File: config.mk
export PLATFORM = sky130hd
export DESIGN_NAME = sc_pair_sng_flat
export DESIGN_NICKNAME = d
export VERILOG_FILES = /design/src/rtl/sc_pkg.sv /design/src/rtl/sc_pair_sng_if.sv /design/src/rtl/sc_debruijn_rng.sv /design/src/rtl/sc_pair_sng.sv /design/src/flat_wrapper.sv
export SDC_FILE = /design/constraint.sdc
export NUM_CORES = 1
export LEC_CHECK = 0
export ABC_AREA = 1
export ABC_CLOCK_PERIOD_IN_PS = 2300
export BUFFER_PORTS_ARGS = -buffer_cell sky130_fd_sc_hd__buf_4
export CAP_MARGIN = 20
export CORE_ASPECT_RATIO = 1.4
export CORE_MARGIN = 2
export CORE_UTILIZATION = 35
export CTS_CLUSTER_SIZE = 8
export DETAILED_ROUTE_END_ITERATION = 16
export MAX_ROUTING_LAYER = met4
export SLEW_MARGIN = 5
export SYNTH_ARGS = -nofsm -noshare
export SYNTH_HDL_FRONTEND = slang
export SYNTH_HIERARCHICAL = 1
export SYNTH_SLANG_ARGS = --single-unit
File: constraint.sdc
create_clock -name clk -period 2.3 [get_ports clk]
set_input_delay 0.345 -clock clk [delete_from_list [all_inputs] [get_ports clk]]
set_output_delay 0.345 -clock clk [all_outputs]
set_load 0.05 [all_outputs]
File: src/rtl/sc_pkg.sv
// Shared constants, FSM state type and RNG step function for the stochastic
// number generator blocks.
package sc_pkg;

    localparam int unsigned SC_WIDTH   = 8;
    localparam logic [7:0]  SEED_X_DEF = 8'h01;
    localparam logic [7:0]  SEED_Y_DEF = 8'hA5;
    // Taps r[7], r[5], r[4], r[3]: x^8+x^6+x^5+x^4+1
    localparam logic [7:0]  TAP_MASK   = 8'hB8;

    typedef enum logic [1:0] {
        IDLE = 2'd0,
        RUN  = 2'd1,
        DONE = 2'd2
    } sc_state_e;

    // LFSR step with the all-zero state spliced in, giving a full 256-state period.
    function automatic logic [7:0] rng_next(input logic [7:0] r);
        logic fb;
        fb = (^(r & TAP_MASK)) ^ (r[6:0] == 7'd0);
        return {r[6:0], fb};
    endfunction

endpackage

File: src/rtl/sc_pair_sng_if.sv
// Request/stream bundle between the stream-pair generator and its user.
interface sc_pair_sng_if
    import sc_pkg::*;
#(
    parameter int unsigned WIDTH = SC_WIDTH
);
    logic             start;
    logic [WIDTH-1:0] px;
    logic [WIDTH-1:0] py;
    logic             corr;
    logic             busy;
    logic             bs_valid;
    logic             x;
    logic             y;
    logic             done;

    modport master (
        output start, px, py, corr,
        input  busy, bs_valid, x, y, done
    );

    modport slave (
        input  start, px, py, corr,
        output busy, bs_valid, x, y, done
    );
endinterface

File: src/rtl/sc_debruijn_rng.sv
// 8-bit de Bruijn sequence generator; load restarts from SEED, en steps once.
module sc_debruijn_rng
    import sc_pkg::*;
#(
    parameter logic [7:0] SEED = SEED_X_DEF
) (
    input  logic       clk,
    input  logic       rst_n,
    input  logic       load,
    input  logic       en,
    output logic [7:0] r
);

    always_ff @(posedge clk) begin
        if (!rst_n) begin
            r <= SEED;
        end else if (load) begin
            r <= SEED;
        end else if (en) begin
            r <= rng_next(r);
        end
    end

endmodule

File: src/rtl/sc_pair_sng.sv
// Dual stochastic number generator: turns px/py into a pair of 2^WIDTH-bit
// serial bitstreams, either sharing one RNG (correlated) or using two.
module sc_pair_sng
    import sc_pkg::*;
#(
    parameter int unsigned WIDTH  = SC_WIDTH,
    parameter logic [7:0]  SEED_X = SEED_X_DEF,
    parameter logic [7:0]  SEED_Y = SEED_Y_DEF
) (
    input  logic         clk,
    input  logic         rst_n,
    sc_pair_sng_if.slave bus
);

    localparam int unsigned     CNT_W = WIDTH + 1;
    localparam logic [CNT_W-1:0] N    = {1'b1, {WIDTH{1'b0}}};

    sc_state_e        state_q, state_d;
    logic [CNT_W-1:0] cnt_q, cnt_d;
    logic [WIDTH-1:0] px_q, py_q;
    logic             corr_q;
    logic             valid_q, valid_d;
    logic             x_q, x_d;
    logic             y_q, y_d;
    logic             done_q, done_d;
    logic             accept_c;
    logic             adv_c;
    logic [7:0]       rng_x;
    logic [7:0]       rng_y;
    logic [7:0]       rng_y_sel;

    sc_debruijn_rng #(.SEED(SEED_X)) u_rng_x (
        .clk   (clk),
        .rst_n (rst_n),
        .load  (accept_c),
        .en    (adv_c),
        .r     (rng_x)
    );

    sc_debruijn_rng #(.SEED(SEED_Y)) u_rng_y (
        .clk   (clk),
        .rst_n (rst_n),
        .load  (accept_c),
        .en    (adv_c),
        .r     (rng_y)
    );

    assign rng_y_sel = corr_q ? rng_x : rng_y;

    always_ff @(posedge clk) begin
        if (!rst_n) begin
            state_q <= IDLE;
        end else begin
            state_q <= state_d;
        end
    end

    // Next state, RNG control and next values of the registered outputs.
    always_comb begin
        state_d  = state_q;
        cnt_d    = cnt_q;
        accept_c = 1'b0;
        adv_c    = 1'b0;
        valid_d  = 1'b0;
        x_d      = 1'b0;
        y_d      = 1'b0;
        done_d   = 1'b0;
        case (state_q)
            IDLE: begin
                if (bus.start) begin
                    accept_c = 1'b1;
                    cnt_d    = '0;
                    state_d  = RUN;
                end
            end
            RUN: begin
                valid_d = 1'b1;
                x_d     = (WIDTH'(rng_x) < px_q);
                y_d     = (WIDTH'(rng_y_sel) < py_q);
                adv_c   = 1'b1;
                cnt_d   = cnt_q + CNT_W'(1);
                if (cnt_d == N) begin
                    state_d = DONE;
                end
            end
            DONE: begin
                done_d  = 1'b1;
                state_d = IDLE;
            end
            default: begin
                state_d = IDLE;
            end
        endcase
    end

    // Datapath registers; inputs are captured only on the accepting edge.
    always_ff @(posedge clk) begin
        if (!rst_n) begin
            cnt_q   <= '0;
            px_q    <= '0;
            py_q    <= '0;
            corr_q  <= 1'b0;
            valid_q <= 1'b0;
            x_q     <= 1'b0;
            y_q     <= 1'b0;
            done_q  <= 1'b0;
        end else begin
            cnt_q   <= cnt_d;
            valid_q <= valid_d;
            x_q     <= x_d;
            y_q     <= y_d;
            done_q  <= done_d;
            if (accept_c) begin
                px_q   <= bus.px;
                py_q   <= bus.py;
                corr_q <= bus.corr;
            end
        end
    end

    assign bus.busy     = valid_q;
    assign bus.bs_valid = valid_q;
    assign bus.x        = x_q;
    assign bus.y        = y_q;
    assign bus.done     = done_q;

endmodule

File: src/flat_wrapper.sv
// flat-port wrapper written by rule: the top's interface ports become plain ports
module sc_pair_sng_flat import sc_pkg::*;
#(
    parameter int unsigned WIDTH  = SC_WIDTH,
    parameter logic [7:0]  SEED_X = SEED_X_DEF,
    parameter logic [7:0]  SEED_Y = SEED_Y_DEF
)
  (clk, rst_n, bus_start, bus_px, bus_py, bus_corr, bus_busy, bus_bs_valid, bus_x, bus_y, bus_done);
  sc_pair_sng_if #(.WIDTH(WIDTH)) bus_i ();
  input  logic clk;
  input  logic rst_n;
  input wire logic [$bits(bus_i.start)-1:0] bus_start;
  input wire logic [$bits(bus_i.px)-1:0] bus_px;
  input wire logic [$bits(bus_i.py)-1:0] bus_py;
  input wire logic [$bits(bus_i.corr)-1:0] bus_corr;
  output wire logic [$bits(bus_i.busy)-1:0] bus_busy;
  output wire logic [$bits(bus_i.bs_valid)-1:0] bus_bs_valid;
  output wire logic [$bits(bus_i.x)-1:0] bus_x;
  output wire logic [$bits(bus_i.y)-1:0] bus_y;
  output wire logic [$bits(bus_i.done)-1:0] bus_done;
  assign bus_i.start = bus_start;
  assign bus_i.px = bus_px;
  assign bus_i.py = bus_py;
  assign bus_i.corr = bus_corr;
  assign bus_busy = bus_i.busy;
  assign bus_bs_valid = bus_i.bs_valid;
  assign bus_x = bus_i.x;
  assign bus_y = bus_i.y;
  assign bus_done = bus_i.done;
  sc_pair_sng #(.WIDTH(WIDTH), .SEED_X(SEED_X), .SEED_Y(SEED_Y)) u_core (.clk(clk), .rst_n(rst_n), .bus(bus_i));
endmodule
==> metrics.cfg <==
[outcome]
status = completed

[placed_design]
dp_hpwl_um = 3897
routabilityCongestion = 0.8221
port_buffers = 24

[synthesis]
synth_top_area_cell = dfxtp_1
synthTopCellsByArea = dfxtp_1 39%, nand2_1 14%, ha_1 9.1%, a21oi_1 8.3%, inv_1 7.0%
syn_nets = 386
seq_area_frac_synth_pct = 38.91
synth_cell_types = 29
ys_ff_latch = 48
postSynthAreaPerCell_um2 = 7.097
netlist_instances = 348
syn_area_um2 = 2470
synth_top_area_share_pct = 38.91
yosysWarnings = 6

[cells_and_area]
fin_util_pct = 41.52
syn2layout_area_growth_pct = 15.86
final_common_cell = nand2_1
drive_gt1_share_pct = 13.87
final_cell_mix = 91 x nand2_1, 48 x dfxtp_1, 46 x inv_1
nFillCells = 724
fin_nets = 412
antenna_cells = 0

[timing]
fmax_mhz = 665.3
tightest_slew_ns = 0.3123
period_minus_slack_ns = 1.503
slew_headroom_pct = 79.10
final-hold-violation-count = 0
finalSetupTns_ns = 0
drv_slew = 0
setup_viol = 0
finalClockSkew_ns = 0.008734
finalCritPeriodShare_pct = 65.35
rsz0062_at_grt = no

[clock_network]
cts_tree = built
ctsHoldBuffers = 0
cts_root_buffer = clkbuf_8
clk_latency_ns = 0.30
ctsResizeCount = 0
cts_max_level = 2
cts_setup_buffers = 0
clkTransAtPathRegs_ns = 0.09
cts_buffer_depth = 2
cts_made_buffers = 5
cts.sinks = 48

[setup_path]
start_kind = flop
endpoint_kind = flop
critPathKind = reg -> reg
r2r_start = u_core/corr_q
r2r.worst_path.cells = 7
r2r_slack_ns = 0.80
critPathBufInv = 1
crit_family = flip-flops
critPathRequiredTime_ns = 2.54
worstReg2RegEnd = u_core/bus.y
path_cells = inv_2 -> nand2_1 -> nand2_1 -> ha_1 -> a21oi_1 -> o211ai_1 -> a21oi_1
max_stage_delay_ns = 0.50
crit_arrival_ns = 1.74
cp_slowest_cell = dfxtp_1
critPathMaxFanout = 9

[global_route]
grt_use_total_pct = 14.95
gr-total-overflow = 0
grt_start_max_net_pins = 30
grt_pass1_vias = 2016
antenna_found_initial = 0
grt_pass1_wl_um = 8714

[pwr]
irDropWorstVdd_mv = 0.3840
powerDensity_nw_per_um2 = 654.7
p_leak_nw = 1.287

[worst_hold_path]
min_to = u_core/py_q[0]
hold_class = in -> reg
hold_depth = 3
min-delay-start = bus_py[0]

[die]
initial_core_util_pct = 35.84
rows = 36
die_x_um = 75.00
io_pins = 25
core_um2 = 6892
die_h_um = 103.4
die-area_um2 = 7754

[detailed_routing]
wl_met1_um = 2243
met3_wirelength_um = 155
drc = 0
wl_per_cell_um = 10.88
avgViaCountPerCell = 4.668
antenna_left = 0
routed-wl-met2_um = 2613
top_layer = met4
drt_iter0_drc = 113
wl_um = 5112
num_vias = 2194
firstDrtPassIters = 4

[job]
cap_viol_max_count = 0

[report_power, final]
| part | leakage (nW) | internal (mW) | switching (mW) | total, mW |
|---|---|---|---|---|
| sequential | 0.394 | 0.879 | 0.0339 | 0.913 |
| clock | 0.0614 | 0.356 | 0.295 | 0.651 |
| combinational | 0.832 | 0.121 | 0.190 | 0.310 |
| total | 1.29 | 1.36 | 0.518 | 1.87 |
[how the worst max path moves through the flow]
stage | start | to | slack [ns] | cells after the start
finish | u_core/corr_q | u_core/bus.y | 0.80 | 7
global route | u_core/cnt_q[0] | u_core/state_q[0] | 0.63 | 10
CTS | u_core/corr_q | u_core/bus.y | 0.80 | 7
detailed placement | bus_start | u_core/u_rng_x/r[0] | 0.83 | 8
global placement | u_core/cnt_q[0] | u_core/state_q[0] | 0.83 | 10
floorplan | u_core/cnt_q[0] | u_core/state_q[0] | 1.0 | 10
[metal layers]
metal / vias to the layer above / global-route usage [%]
li1: 1170 / -
met1: 976 / 17.08
met2: 40 / 25.71
met3: 8 / 2.422
met4: 0 / 5.907
met5: - / -
[synthesized netlist by cell type]
library cell and count:
o21ai_0 24, o211ai_1 1, nor2_1 21, nand3b_1 1, buf_2 1, clkbuf_1 3
a211oi_1 5, nor2_4 2, a21oi_1 41, nor2_2 4, nand3_1 17, clkinv_1 2
ha_1 18, a32o_1 1, dfxtp_1 48, inv_4 1, clkbuf_2 1, nand2_1 91
buf_6 2, inv_2 4, inv_1 46, nand2_2 3, nor3_1 1, nand4_1 2
nand3_2 2, o21a_1 1, o32ai_1 1, o21ai_1 2, buf_4 2
[area by class of cell]
class | instances | area, um2 | share of cell area, %
Clock buffer | 6 | 82.58 | 2.886
Clock inverter | 2 | 38.79 | 1.355
Inverter | 53 | 201.4 | 7.040
Multi-Input combinational cell | 238 | 1249 | 43.64
Sequential cell | 48 | 960.9 | 33.58
Tap cell | 95 | 118.9 | 4.154
Timing Repair Buffer | 28 | 210.2 | 7.346
[state kept, by name (all words and copies together) (netlist names)]
| name | count |
|---|---|
| u_core/bus.bs_valid | 1 |
| u_core/bus.done | 1 |
| u_core/bus.x | 1 |
| u_core/bus.y | 1 |
| u_core/cnt_q | 9 |
| u_core/corr_q | 1 |
| u_core/px_q | 8 |
| u_core/py_q | 8 |
| u_core/state_q | 2 |
| u_core/u_rng_x/r | 8 |
| u_core/u_rng_y/r | 8 |
[cells by family after synthesis]
family          Yosys count  share of synthesized area [%]
buf+inv                  62                          10.54
flops                    48                          38.91
simple gates            144                          24.97
compound gates           76                          16.46
fa+ha+maj                18                          9.119
[per-stage QoR]
| step | hold slack [ns] | instances | instance area (um2) | setup slack, ns | total power, mW |
|---|---|---|---|---|---|
| final | 0.3025 | 470 | 2861 | 0.7970 | 1.874 |
| after global routing | 0.3179 | 470 | 2861 | 0.6305 | 1.976 |
| after detailed placement | 0.4489 | 462 | 2740 | 0.8269 | 1.246 |
| after floorplan | 0.4222 | 348 | 2470 | 0.9971 | 1.154 |
| after global placement | 0.4488 | 462 | 2740 | 0.8292 | 1.239 |
| after CTS | 0.3046 | 470 | 2861 | 0.8031 | 1.895 |
[tightest hold or removal path: stages]
cell	delay, ns
buf_4	0.07
o21ai_0	0.07
nor2_1	0.08
Note: power is estimated with default switching activity, not from simulation.
